<file path="src/rtl/chord_sine_scheduler_if.sv">
// Sample-request, shared sine ROM and chord sample signals of chord_sine_scheduler.
// The master side is the codec/control logic together with the ROM; the slave side is the scheduler.
interface chord_sine_scheduler_if #(
    parameter int NUM_VOICES = 3,
    parameter int STEP_W     = 20,
    parameter int ROM_AW     = 10,
    parameter int SAMPLE_W   = 16
);
    logic                           generate_next;
    logic [NUM_VOICES*STEP_W-1:0]   step_sizes;
    logic [NUM_VOICES-1:0]          voice_enable;
    logic [ROM_AW-1:0]              rom_addr;
    logic [SAMPLE_W-1:0]            rom_data;
    logic [SAMPLE_W-1:0]            sample;
    logic                           sample_ready;
    logic                           busy;
    logic                           overrun;

    modport master (
        output generate_next, step_sizes, voice_enable, rom_data,
        input  rom_addr, sample, sample_ready, busy, overrun
    );

    modport slave (
        input  generate_next, step_sizes, voice_enable, rom_data,
        output rom_addr, sample, sample_ready, busy, overrun
    );
endinterface

</file>
<file path="src/rtl/chord_sine_scheduler.sv">
// Shares one registered sine ROM among NUM_VOICES phase accumulators and sums their
// outputs into one saturated chord sample per generate_next request.
module chord_sine_scheduler #(
    parameter int NUM_VOICES = 3,
    parameter int STEP_W     = 20,
    parameter int PHASE_W    = 22,
    parameter int ROM_AW     = 10,
    parameter int SAMPLE_W   = 16
) (
    input  logic                  clk,
    input  logic                  reset,
    chord_sine_scheduler_if.slave bus
);
    typedef enum logic [1:0] {IDLE, ISSUE, WAIT, DONE} state_t;

    localparam int ACC_W    = SAMPLE_W + 3;
    localparam int VIDX_W   = (NUM_VOICES > 1) ? $clog2(NUM_VOICES) : 1;
    localparam int ADDR_LSB = 10;
    localparam logic [VIDX_W-1:0] LAST_VOICE = VIDX_W'(NUM_VOICES - 1);

    state_t                       state_q;
    logic [PHASE_W-1:0]           phase_q [NUM_VOICES];
    logic [NUM_VOICES*STEP_W-1:0] step_q;
    logic [NUM_VOICES-1:0]        enable_q;
    logic [VIDX_W-1:0]            voice_q;
    logic signed [ACC_W-1:0]      acc_q;
    logic [ROM_AW-1:0]            rom_addr_q;
    logic [SAMPLE_W-1:0]          sample_q;
    logic                         sample_ready_q;
    logic                         busy_q;
    logic                         overrun_q;

    logic signed [ACC_W-1:0]      acc_d;
    logic [PHASE_W-1:0]           phase_d;
    logic [SAMPLE_W-1:0]          sample_d;
    logic [STEP_W-1:0]            step_cur;
    logic [ACC_W-SAMPLE_W:0]      acc_top;
    logic [VIDX_W-1:0]            voice_nxt;

    // NOTE: every variable gets a default at the top of always_comb so no path leaves it unassigned (no latch).
    always_comb begin
        step_cur  = step_q[voice_q*STEP_W +: STEP_W];
        phase_d   = phase_q[voice_q] + {{(PHASE_W-STEP_W){1'b0}}, step_cur};
        acc_d     = acc_q;
        if (enable_q[voice_q]) begin
            acc_d = acc_q + {{(ACC_W-SAMPLE_W){bus.rom_data[SAMPLE_W-1]}}, bus.rom_data};
        end
        // The upper bits all match the sample sign bit only when the sum fits in SAMPLE_W bits.
        acc_top   = acc_d[ACC_W-1:SAMPLE_W-1];
        sample_d  = acc_d[SAMPLE_W-1:0];
        if (!((&acc_top) || !(|acc_top))) begin
            sample_d = acc_d[ACC_W-1] ? {1'b1, {(SAMPLE_W-1){1'b0}}} : {1'b0, {(SAMPLE_W-1){1'b1}}};
        end
        voice_nxt = voice_q + 1'b1;
    end

    // NOTE: sequential state uses non-blocking assignments so every register samples pre-edge values.
    always_ff @(posedge clk or negedge reset) begin
        if (!reset) begin
            state_q        <= IDLE;
            // NOTE: the phase array is a handful of registers, not a RAM, so it is reset like any other state.
            for (int v = 0; v < NUM_VOICES; v++) begin
                phase_q[v] <= '0;
            end
            step_q         <= '0;
            enable_q       <= '0;
            voice_q        <= '0;
            acc_q          <= '0;
            rom_addr_q     <= '0;
            sample_q       <= '0;
            sample_ready_q <= 1'b0;
            busy_q         <= 1'b0;
            overrun_q      <= 1'b0;
        end else begin
            sample_ready_q <= 1'b0;
            case (state_q)
                IDLE, DONE: begin
                    if (bus.generate_next) begin
                        step_q     <= bus.step_sizes;
                        enable_q   <= bus.voice_enable;
                        voice_q    <= '0;
                        acc_q      <= '0;
                        rom_addr_q <= phase_q[0][ADDR_LSB +: ROM_AW];
                        busy_q     <= 1'b1;
                        state_q    <= ISSUE;
                    end else begin
                        rom_addr_q <= '0;
                        busy_q     <= 1'b0;
                        state_q    <= IDLE;
                    end
                end
                ISSUE: begin
                    if (bus.generate_next) overrun_q <= 1'b1;
                    state_q <= WAIT;
                end
                WAIT: begin
                    if (bus.generate_next) overrun_q <= 1'b1;
                    acc_q            <= acc_d;
                    phase_q[voice_q] <= enable_q[voice_q] ? phase_d : '0;
                    if (voice_q == LAST_VOICE) begin
                        sample_q       <= sample_d;
                        sample_ready_q <= 1'b1;
                        rom_addr_q     <= '0;
                        state_q        <= DONE;
                    end else begin
                        // The next voice's phase is not touched this edge, so its current value is the address.
                        voice_q    <= voice_nxt;
                        rom_addr_q <= phase_q[voice_nxt][ADDR_LSB +: ROM_AW];
                        state_q    <= ISSUE;
                    end
                end
                default: state_q <= IDLE;
            endcase
        end
    end

    assign bus.rom_addr     = rom_addr_q;
    assign bus.sample       = sample_q;
    assign bus.sample_ready = sample_ready_q;
    assign bus.busy         = busy_q;
    assign bus.overrun      = overrun_q;
endmodule

</file>
<file path="src/flat_wrapper.sv">
// flat-port wrapper written by rule: the top's interface ports become plain ports
module chord_sine_scheduler_flat 
#(
    parameter int NUM_VOICES = 3,
    parameter int STEP_W     = 20,
    parameter int PHASE_W    = 22,
    parameter int ROM_AW     = 10,
    parameter int SAMPLE_W   = 16
)
  (clk, reset, bus_generate_next, bus_step_sizes, bus_voice_enable, bus_rom_data, bus_rom_addr, bus_sample, bus_sample_ready, bus_busy, bus_overrun);
  chord_sine_scheduler_if #(.NUM_VOICES(NUM_VOICES), .STEP_W(STEP_W), .ROM_AW(ROM_AW), .SAMPLE_W(SAMPLE_W)) bus_i ();
  input  logic clk;
  input  logic reset;
  input wire logic [$bits(bus_i.generate_next)-1:0] bus_generate_next;
  input wire logic [$bits(bus_i.step_sizes)-1:0] bus_step_sizes;
  input wire logic [$bits(bus_i.voice_enable)-1:0] bus_voice_enable;
  input wire logic [$bits(bus_i.rom_data)-1:0] bus_rom_data;
  output wire logic [$bits(bus_i.rom_addr)-1:0] bus_rom_addr;
  output wire logic [$bits(bus_i.sample)-1:0] bus_sample;
  output wire logic [$bits(bus_i.sample_ready)-1:0] bus_sample_ready;
  output wire logic [$bits(bus_i.busy)-1:0] bus_busy;
  output wire logic [$bits(bus_i.overrun)-1:0] bus_overrun;
  assign bus_i.generate_next = bus_generate_next;
  assign bus_i.step_sizes = bus_step_sizes;
  assign bus_i.voice_enable = bus_voice_enable;
  assign bus_i.rom_data = bus_rom_data;
  assign bus_rom_addr = bus_i.rom_addr;
  assign bus_sample = bus_i.sample;
  assign bus_sample_ready = bus_i.sample_ready;
  assign bus_busy = bus_i.busy;
  assign bus_overrun = bus_i.overrun;
  chord_sine_scheduler #(.NUM_VOICES(NUM_VOICES), .STEP_W(STEP_W), .PHASE_W(PHASE_W), .ROM_AW(ROM_AW), .SAMPLE_W(SAMPLE_W)) u_core (.clk(clk), .reset(reset), .bus(bus_i));
endmodule
</file>
<file path="config.mk">
export PLATFORM = sky130hd
export DESIGN_NAME = chord_sine_scheduler_flat
export DESIGN_NICKNAME = d
export VERILOG_FILES = /design/src/rtl/chord_sine_scheduler_if.sv /design/src/rtl/chord_sine_scheduler.sv /design/src/flat_wrapper.sv
export SDC_FILE = /design/constraint.sdc
export NUM_CORES = 1
export LEC_CHECK = 0
export CELL_PAD_IN_SITES_DETAIL_PLACEMENT = 2
export CELL_PAD_IN_SITES_GLOBAL_PLACEMENT = 2
export CORE_ASPECT_RATIO = 2
export CORE_MARGIN = 4
export CORE_UTILIZATION = 40
export CTS_BUF_LIST = sky130_fd_sc_hd__clkbuf_8
export CTS_CLUSTER_SIZE = 16
export DETAILED_ROUTE_END_ITERATION = 7
export MAX_ROUTING_LAYER = met4
export PLACE_DENSITY = 0.95
export RECOVER_POWER = 25
export SLEW_MARGIN = 20
export SYNTH_ARGS = -nofsm -noshare
export SYNTH_HDL_FRONTEND = slang
export SYNTH_SLANG_ARGS = --single-unit
</file>
<file path="constraint.sdc">
create_clock -name clk -period 10.2 [get_ports clk]
set_clock_uncertainty 0.15 [all_clocks]
set_input_delay 1.02 -clock clk [delete_from_list [all_inputs] [get_ports clk]]
set_output_delay 1.02 -clock clk [all_outputs]
set_load 0.02 [all_outputs]
</file>
**Word level (Yosys, flattened, before mapping)**

Index checks and enable logic that the tools add are counted.

- Logic and storage cells: 73
- Input port bits: 82
- Output and inout port bits: 29
- Register bits after elaboration: 181

- Reduce and logical (&&, ||, !) cells: 14
- Multipliers: 1
- Muxes and demuxes: 29
- Shift operators: 1
- Add/sub/neg operators: 3
- Equality and inequality tests: 6
- Order comparisons: 4
- Bitwise gates (word level): 2

Operators by type and width:

| operator | count |
|---|---|
| $bmux 22 s2 | 2 |
| $mux 22 | 4 |
| $bwmux 66 | 1 |
| $shiftx 60x8->20 | 1 |
| $demux 22 s2 | 1 |
| $mux 20 | 2 |
| $mux 19 | 2 |
| $pmux 19 s2 | 1 |
| $mux 16 | 2 |
| $add 22x20->22 | 1 |
| $mux 10 | 2 |
| $pmux 10 s2 | 1 |
| $add 19x19->19 | 1 |
| $reduce_and 2->1 | 4 |
| $eq 2x2->1 const B | 3 |
| $ge 3x3->1 const B | 2 |
| $mux 2 | 3 |
| $not 2->3 | 2 |
| $pmux 2 s3 | 1 |
| $mul 2x3->5 const B | 1 |
| $mux 1 | 5 |
| $ne 2x2->1 const B | 2 |
| $pmux 2 s2 | 1 |
| $reduce_and 4->1 | 1 |
| 13 further kinds | 14 |

**Depth between registers and ports, before layout**

- Word-level depth: 7
- Mapped depth: 16

**Worst setup path after synthesis**

No wires, ideal clock.

- Path type: register to register
- From: reg u_core.voice_q[0]
- To: reg u_core.phase_q[63] (netlist name)
- Setup time: 95 ps
- Data arrival time: 3546 ps
- Clock period less this slack: 3791 ps
- Path buffers: 3
- Data required time: 9955 ps
- Cell stages (with the launch flop): 16
- Setup slack: 6409 ps
- Path through: dfrtp_1 clkbuf_1 clkbuf_1 clkbuf_1 nor2_1 a21oi_1 inv_1 ha_1 a211oi_1 nor2_1 o31ai_1 a21oi_1 o41ai_1 o21ai_0 xor2_1 o31ai_1

- Word-level cells in the longest chain between the ends: 7
- Elaborated cells between the ends (all ways): 16
- Classes of those cells: add/sub (1); mul (1); order compare (2); shift (1); mux (9); bitwise (1); reduce/logical (1)

RTL lines:

| what | line | text |
|---|---|---|
| from (decl) | chord_sine_scheduler.sv:25 | `logic [VIDX_W-1:0] voice_q;` |
| from (signal assigned) | chord_sine_scheduler.sv:107 | `voice_q <= voice_nxt;` |
| branches (longest 6 deep; another with $add 22x20->22) | - |  |
| $bwmux 66 (*) | chord_sine_scheduler.sv:99 | `phase_q[voice_q] <= enable_q[voice_q] ? phase_d : '0;` |
| to (signal, indexed assignment) | chord_sine_scheduler.sv:99 |  |
| to (decl) | chord_sine_scheduler.sv:22 | `logic [PHASE_W-1:0] phase_q [NUM_VOICES];` |

Mark *: on every way between the ends. The select of a mux whose other input is x is not followed.
A chain may end at the register's enable or synchronous reset.

==> results.md <==
- Total of buffers placed on input and output ports: 110
- Clock network fraction of design power: 0.138
- Routed wl met3: about 840 um
- Maximum resistive drop on vdd: between 150 and 200 uV
- Fraction of the mapped netlist area in adder cells: 0.0555
- PwrDens: 322 nW/um2
- Total number of yosys warnings: 0
- Setup repair after global routing missed its margin: no
- Detailed Route WL: around 36000 um
- Parity-gate share of the synthesized area counting xor and xnor cells: 0.0249
- Net switching share of the total power: 0.473
- Net Switching: 1820 uW
- Longest Clk Path Bufs: 2
- Vias: around 8700
- Synth area leaders: dfrtp_1 43%, mux2_2 8.8%, nand2_1 6.3%
- Count leader, synth: dfrtp_1
- Wire length of the first global-routing pass: 57300 um
- Number of gates resized after CTS: 0
- Die W: ~120 um
- Total chip power: just under 4000 uW
- Die span in y: approximately 230 um
- Post-synthesis net count: about 1200
- Part of the power in combinational logic: 0.565
- Simple logic cell fraction of the synthesized area: 0.136
- ANT cells: 0
- Post-CTS Hold Buffers: 0
- FF/Latch Area: around 4400 um2
- Number of design-rule violations left by the first detailed-router iteration: 324
- Post-Route Setup TNS: 0 ns
- Per-cell via count in the routed design: between 5 and 6
- Cell internal pwr: roughly 2000 uW
- Kind of critical path: in2async
- Uppermost metal layer occupied by signal nets: met4
- Number of cells produced by synthesis: 1055
- Clk pin slew, worst setup/hold paths: 0.10 ns
- Mux contribution to synthesized area: 0.135
- Final cell utilization of the core: 0.476
- Starting density of the core: 0.406
- Count of nets left with antenna violations after detail routing: 0
- Weighted congestion at the end of routability-driven global placement: approximately 0.9
- Average cell area after synthesis: slightly below 10 um2
- Standard cell core area: 25100 um2
- Clock tree from TritonCTS: yes
- Fmax: around 0.17 GHz
- Number of buffers added by the clock tree synthesis step: 17
- Share of the synthesized area in compound gates (AO/OA/AOI/OAI): 0.183
- Fill count: ~2600
- Summed area of non-filler cells in the final layout: 12000 um2
- Site Rows: 82
- Routed length on met1: approximately 12000 um
- Cell type with the highest aggregate area in the netlist: dfrtp_1
- Distinct cell type count after synthesis: 71
- Layout cells sized above 1: 0.128
- Worst slew pin tran: ~5.4 ns
- Clock H-tree levels: 4
- Length of routed met2 wiring: 21300 um
- CTS root buffer: clkbuf_8
- Buffers plus inverters on the worst setup path: 1
- EDFF count, synth: 0
- Combinational family with the most area after synthesis: compound AO/OA/AOI/OAI gates
- Post-CTS Setup Repair Bufs: 0
- Category of cells accounting for the largest share of critical-path delay: buffers and inverters
- Data arrival time of the critical path: about 4.8 ns
- Power share of the sequential group: 0.297
- Crit start category: input pin
- Pin count of the biggest net entering global routing: 95
- Multi-input gate area: around 5500 um2
- Failing checks: capacitance limit, slew limit
- Clock Sink Count: 175
- Area growth syn-to-layout: 17.3%
- Number of global-route vias before repair: 10311
- Asr flop ratio synth: 1.00
- Top cells by count, synth: 175 x dfrtp_1, 172 x nand2_1, 92 x o21ai_0
- Cell area after technology mapping: 10200 um2
- Worst skew pair latency: about 0.52 ns
- Drc violations: 0
- Antenna violations before repair: 0
- Average wire length per cell after detail routing: 24.6 um
- Die footprint: 28300 um2
- Top FF cell, synth: dfrtp_1
- Count of endpoints failing setup in the final report: 0
- Maximum net fanout on the critical path: 94
- Remaining global-route overflow: 0
- Count of max-cap constraint violations: 1
- HPWL after detailed placement: between 20000 and 30000 um
- Required time at the worst-slack endpoint: approximately 9 ns
- Synthesized flop and latch total: ~180
- Area share of the largest cell type after synthesis: 0.430
- Min cycle time layout: 5.99 ns
- Leakage power: about 0.005 uW
- Period utilisation layout: 0.587
- Worst setup EP type: asynchronous set/reset pin
- Ordered cell list for the critical path: clkbuf_1
- DP Area: between 10000 and 15000 um2
- Count of final hold-check violations: 0
- Share of synthesized area occupied by flip-flops and latches: 0.430
- Number of max-slew violations in the final report: 95
- CP max stage delay: approximately 3.7 ns
- Slew Limit Headroom: -2.58
- Total GRT Usage: 0.270
- Top Ports: roughly 110
- Classification of the worst-slack hold path: reg2reg
- Run status: finished, violations left
- Layout net count: 1255
- TritonRoute pass-1 iters: 4
- Max stage delay cell, worst path: clkbuf_1
==> layout make-up <==
| class | instances | share of cell area |
|---|---|---|
| flip-flops and latches | 175 | 0.366 |
| clock inverters | 9 | 0.00879 |
| multi-input cells | 795 | 0.458 |
| well taps | 336 | 0.0352 |
| repair buffers | 123 | 0.100 |
| clock buffers | 23 | 0.0265 |
| inverters | 17 | 0.00534 |
==> cell families after synthesis <==
logic type               count (synthesis)
AO/OA/AOI/OAI                          287
buffers and inverters                   85
flip-flops                             175
XOR/XNOR                                29
multiplexers                           128
adder cells (fa/ha/maj)                 44
AND/OR/NAND/NOR                        307
==> cell usage in the layout (no fill, tap or decap), types with 17 or more instances in the layout <==
master	instances
inv_1	17
clkbuf_8	23
o21ai_0	92
o31ai_1	32
clkdlybuf4s50_1	108
mux2_2	80
nor3_1	18
dfrtp_1	173
nor2_1	48
nand2_1	171
mux2i_1	48
a21oi_1	55
ha_1	42
==> flip-flops by register name, indices dropped and copies added, names as in the netlist <==
register / flops
u_core.state_q: 2
u_core.step_q: 60
u_core.bus.sample: 16
u_core.bus.overrun: 1
u_core.bus.sample_ready: 1
u_core.phase_q: 60
u_core.bus.rom_addr: 10
u_core.enable_q: 3
u_core.voice_q: 2
u_core.acc_q: 19
u_core.bus.busy: 1
==> path summary, 6_finish.rpt <==
check,depth (start not counted),slack [ns],start,end
worst max-delay path,1,4.21,reset,u_core.voice_q[1]
worst min-delay path,2,0.34,u_core.bus.sample[15],u_core.bus.sample[15]
worst max register to register,14,5.04,u_core.voice_q[1],u_core.phase_q[63]
worst min register to register,2,0.34,u_core.bus.sample[15],u_core.bus.sample[15]
max in group clk,14,5.04,u_core.voice_q[1],u_core.phase_q[63]
min in group asynchronous,1,2.31,reset,u_core.step_q[17]
==> stage by stage <==
step / hold WS (ns) / cells / setup WS (ns)
3_3_place_gp: 0.309 / 1446 / 5.14
3_5_place_dp: 0.325 / 1446 / 4.96
6_report: 0.345 / 1478 / 4.21
5_1_grt: 0.363 / 1478 / 3.12
4_1_cts: 0.346 / 1478 / 4.95
2_1_floorplan: 0.293 / 1055 / 6.41
==> power by group through the flow <==
stage          clock [uW]  sequential (uW)  combinational [uW]
5_1_grt               568             1170                2370
2_1_floorplan           0             1120                1460
6_report              531             1150                2180
4_1_cts               541             1140                2180
3_3_place_gp            0             1120                1990
3_5_place_dp            0             1150                2140
==> routing by layer <==
metal  GRT usage  up-vias
met5           -        -
met4       0.133        0
met2       0.517      193
met1       0.257     4522
met3      0.0418       95
li1            -     3925
Power figures use the tool's default switching activity.
==> RTL edit, RTL diff (same flow settings) <==
`ROM_AW` is set to 10 in 3 places; all go to 9.
--- a/src/rtl/chord_sine_scheduler_if.sv
+++ b/src/rtl/chord_sine_scheduler_if.sv
@@ -3,7 +3,7 @@
 interface chord_sine_scheduler_if #(
     parameter int NUM_VOICES = 3,
     parameter int STEP_W     = 20,
-    parameter int ROM_AW     = 10,
+    parameter int ROM_AW     = 9,
     parameter int SAMPLE_W   = 16
 );
     logic                           generate_next;
--- a/src/rtl/chord_sine_scheduler.sv
+++ b/src/rtl/chord_sine_scheduler.sv
@@ -4,7 +4,7 @@
     parameter int NUM_VOICES = 3,
     parameter int STEP_W     = 20,
     parameter int PHASE_W    = 22,
-    parameter int ROM_AW     = 10,
+    parameter int ROM_AW     = 9,
     parameter int SAMPLE_W   = 16
 ) (
     input  logic                  clk,
--- a/src/flat_wrapper.sv
+++ b/src/flat_wrapper.sv
@@ -4,7 +4,7 @@
     parameter int NUM_VOICES = 3,
     parameter int STEP_W     = 20,
     parameter int PHASE_W    = 22,
-    parameter int ROM_AW     = 10,
+    parameter int ROM_AW     = 9,
     parameter int SAMPLE_W   = 16
 )
   (clk, reset, bus_generate_next, bus_step_sizes, bus_voice_enable, bus_rom_data, bus_rom_addr, bus_sample, bus_sample_ready, bus_busy, bus_overrun);
Interface: changed (resized bus_rom_addr); port bits go from 111 to 110. The function was not compared with the original's and may differ.
==> RTL edit against the original RTL <==
Sequential power decreased by 5%. Hold slack got worse by 0.0094 ns. Cell area fell by 6.4%. Sequential cell count down 7. The flow still finishes with violations (capacitance limit, slew limit). Register-to-register slack improved by 0.21 ns. Wire length down 13%. Worst setup slack gained 0.28 ns. Utilization increased by 0.41 points. Synthesized area shrank 7.2%. Total power shrank 0.20%. Synthesized cell count shrank 12%. Global-route usage shrank 1.7 points.
==> RTL edit: results (changes against the original RTL) <==
| Metric | Value |
|---|---|
| 1st-pass router iterations | 5 (+1) |
| Leak | 4.788 nW (-4.5%) |
| Number of global-route vias before repair | 9131 (-11%) |
| Filler instances | 2400 (-8.6%) |
| RD Place Congestion | 0.8335 (-7.6%) |
| Placed cell count | 1271 (-12%) |
| WL final | 31460 um (-13%) |
| Iteration-0 DRC Markers | 268 (-17%) |
| Crit Path Max Fanout | 100 (+6.4%) |
| Hold Startpoint | u_core.phase_q[25] |
| DP HPWL | 21600 um (-15%) |
| Top cells by count, synth | dfrtp_1, nand2_1, o21ai_0 |
| Failing checks | capacitance limit, slew limit |
| Global-route wire length before repair | 49690 um (-13%) |
| Fraction of layout cells with a size suffix above 1 | 0.1304 (+0.002546) |
| Total track usage | 0.2532 (-0.01698) |
| Reg2reg path depth | 16 (+2) |
| Slew at the pin closest to its max-slew limit | 5.425 ns (+0.05923 ns) |
| CTS buffer count | 17 (unchanged) |
| Largest net degree at the start of global routing | 101 (+6.3%) |
| Max-capacitance violation count | 1 (unchanged) |
| Status | finished with violations |
| # nets final | 1133 (-9.7%) |
| Final Max Tran Viols | 101 (+6.3%) |
| Clock-pin slew on the worst setup and hold paths | 0.10 ns (about the same) |
| Via count | 7863 (-10%) |
| Worst hold endpoint | u_core.phase_q[25] |
| Crit-path leading delay family | buffers and inverters |
| Syn_area_per_cell | 10.19 sq um (+5.5%) |
| Worst vdd rail ir drop | 0.0003139 V (+92%) |
| WP data arrival | 6.04 ns (+1.27 ns) |
| Area post-placement | 10740 sq um (-6.9%) |
| Sequential share of the synthesized area | 0.4446 (+0.01501) |
| Synth area leaders | dfrtp_1, mux2_2, ha_1, nand2_1, mux2i_1 |
| Post-synthesis cell type count | 67 (-5.6%) |
| Crit-path max cell delay | 3.73 ns (+0.04 ns) |
| Hold WS | 0.3352 ns (-0.009396 ns) |
| Asr flop ratio synth | 1.000 (unchanged) |
| Pre-CTS setup slack | 5.083 ns (+0.1268 ns) |
| Reg2reg end | u_core.phase_q[40] |
| Port buffer count | 106 (-3.6%) |
| Biggest regs | u_core.phase_q x57, u_core.step_q x57, u_core.acc_q x19 |
| Fin cells | 1304 (-12%) |
| Reg2Reg Setup Slack | 5.25 ns (+0.21 ns) |
==> RTL edit: cell types whose count changed after synthesis, sizes merged, moves of 8 or more <==
cell and delta:
nor3 -12, a221o +15, a22o +14, o21ai -25, a21o +9, nand2 -43, mux2i -9, mux2 -8
clkbuf -10, o221ai -9, nor2 -9
==> RTL edit: cell families after synthesis <==
group / Yosys count / synth area share
AOI/OAI and AO/OA: 273 / 0.1999
and+or+nand+nor: 230 / 0.1097
DFF: 168 / 0.4446
muxes: 111 / 0.1270
buffers and inverters: 72 / 0.03122
adders and majority gates: 44 / 0.05980
xor gates and xnor gates: 30 / 0.02778
==> RTL edit: power breakdown <==
part           internal [mW]  switching [mW]  total (mW)
combinational          0.836            1.36        2.20
clock                  0.285           0.270       0.555
sequential             0.915           0.179        1.09
==> RTL edit: worst max-delay path by stage <==
stage	from	end	slack, ns	cells after the start
floorplan	bus_rom_data[0]	u_core.bus.sample[4]	6.49	11
detailed placement	bus_rom_data[0]	u_core.bus.sample[3]	5.08	11
global placement	bus_rom_data[0]	u_core.bus.sample[3]	5.32	11
global route	reset	u_core.voice_q[1]	3.52	2
CTS	u_core.voice_q[1]	u_core.phase_q[18]	5.22	16
finish	reset	u_core.voice_q[1]	4.49	2
==> RTL edit: layout make-up <==
type	count	area, sq um	area share
clock buffers	20	275.3	0.02459
multi-input cells	688	4986	0.4455
flip-flops and latches	168	4207	0.3758
clock inverters	12	173.9	0.01554
well taps	283	354.1	0.03163
repair buffers	117	1137	0.1016
diodes	1	2.502	0.0002236
inverters	15	57.56	0.005142
==> RTL edit: layer usage <==
metal,track usage,up-vias,wire [um]
li1,-,3509,-
met1,0.2584,4054,11350
met2,0.4547,202,17510
met3,0.04085,98,1034
met4,0.1289,0,1575
met5,-,-,0
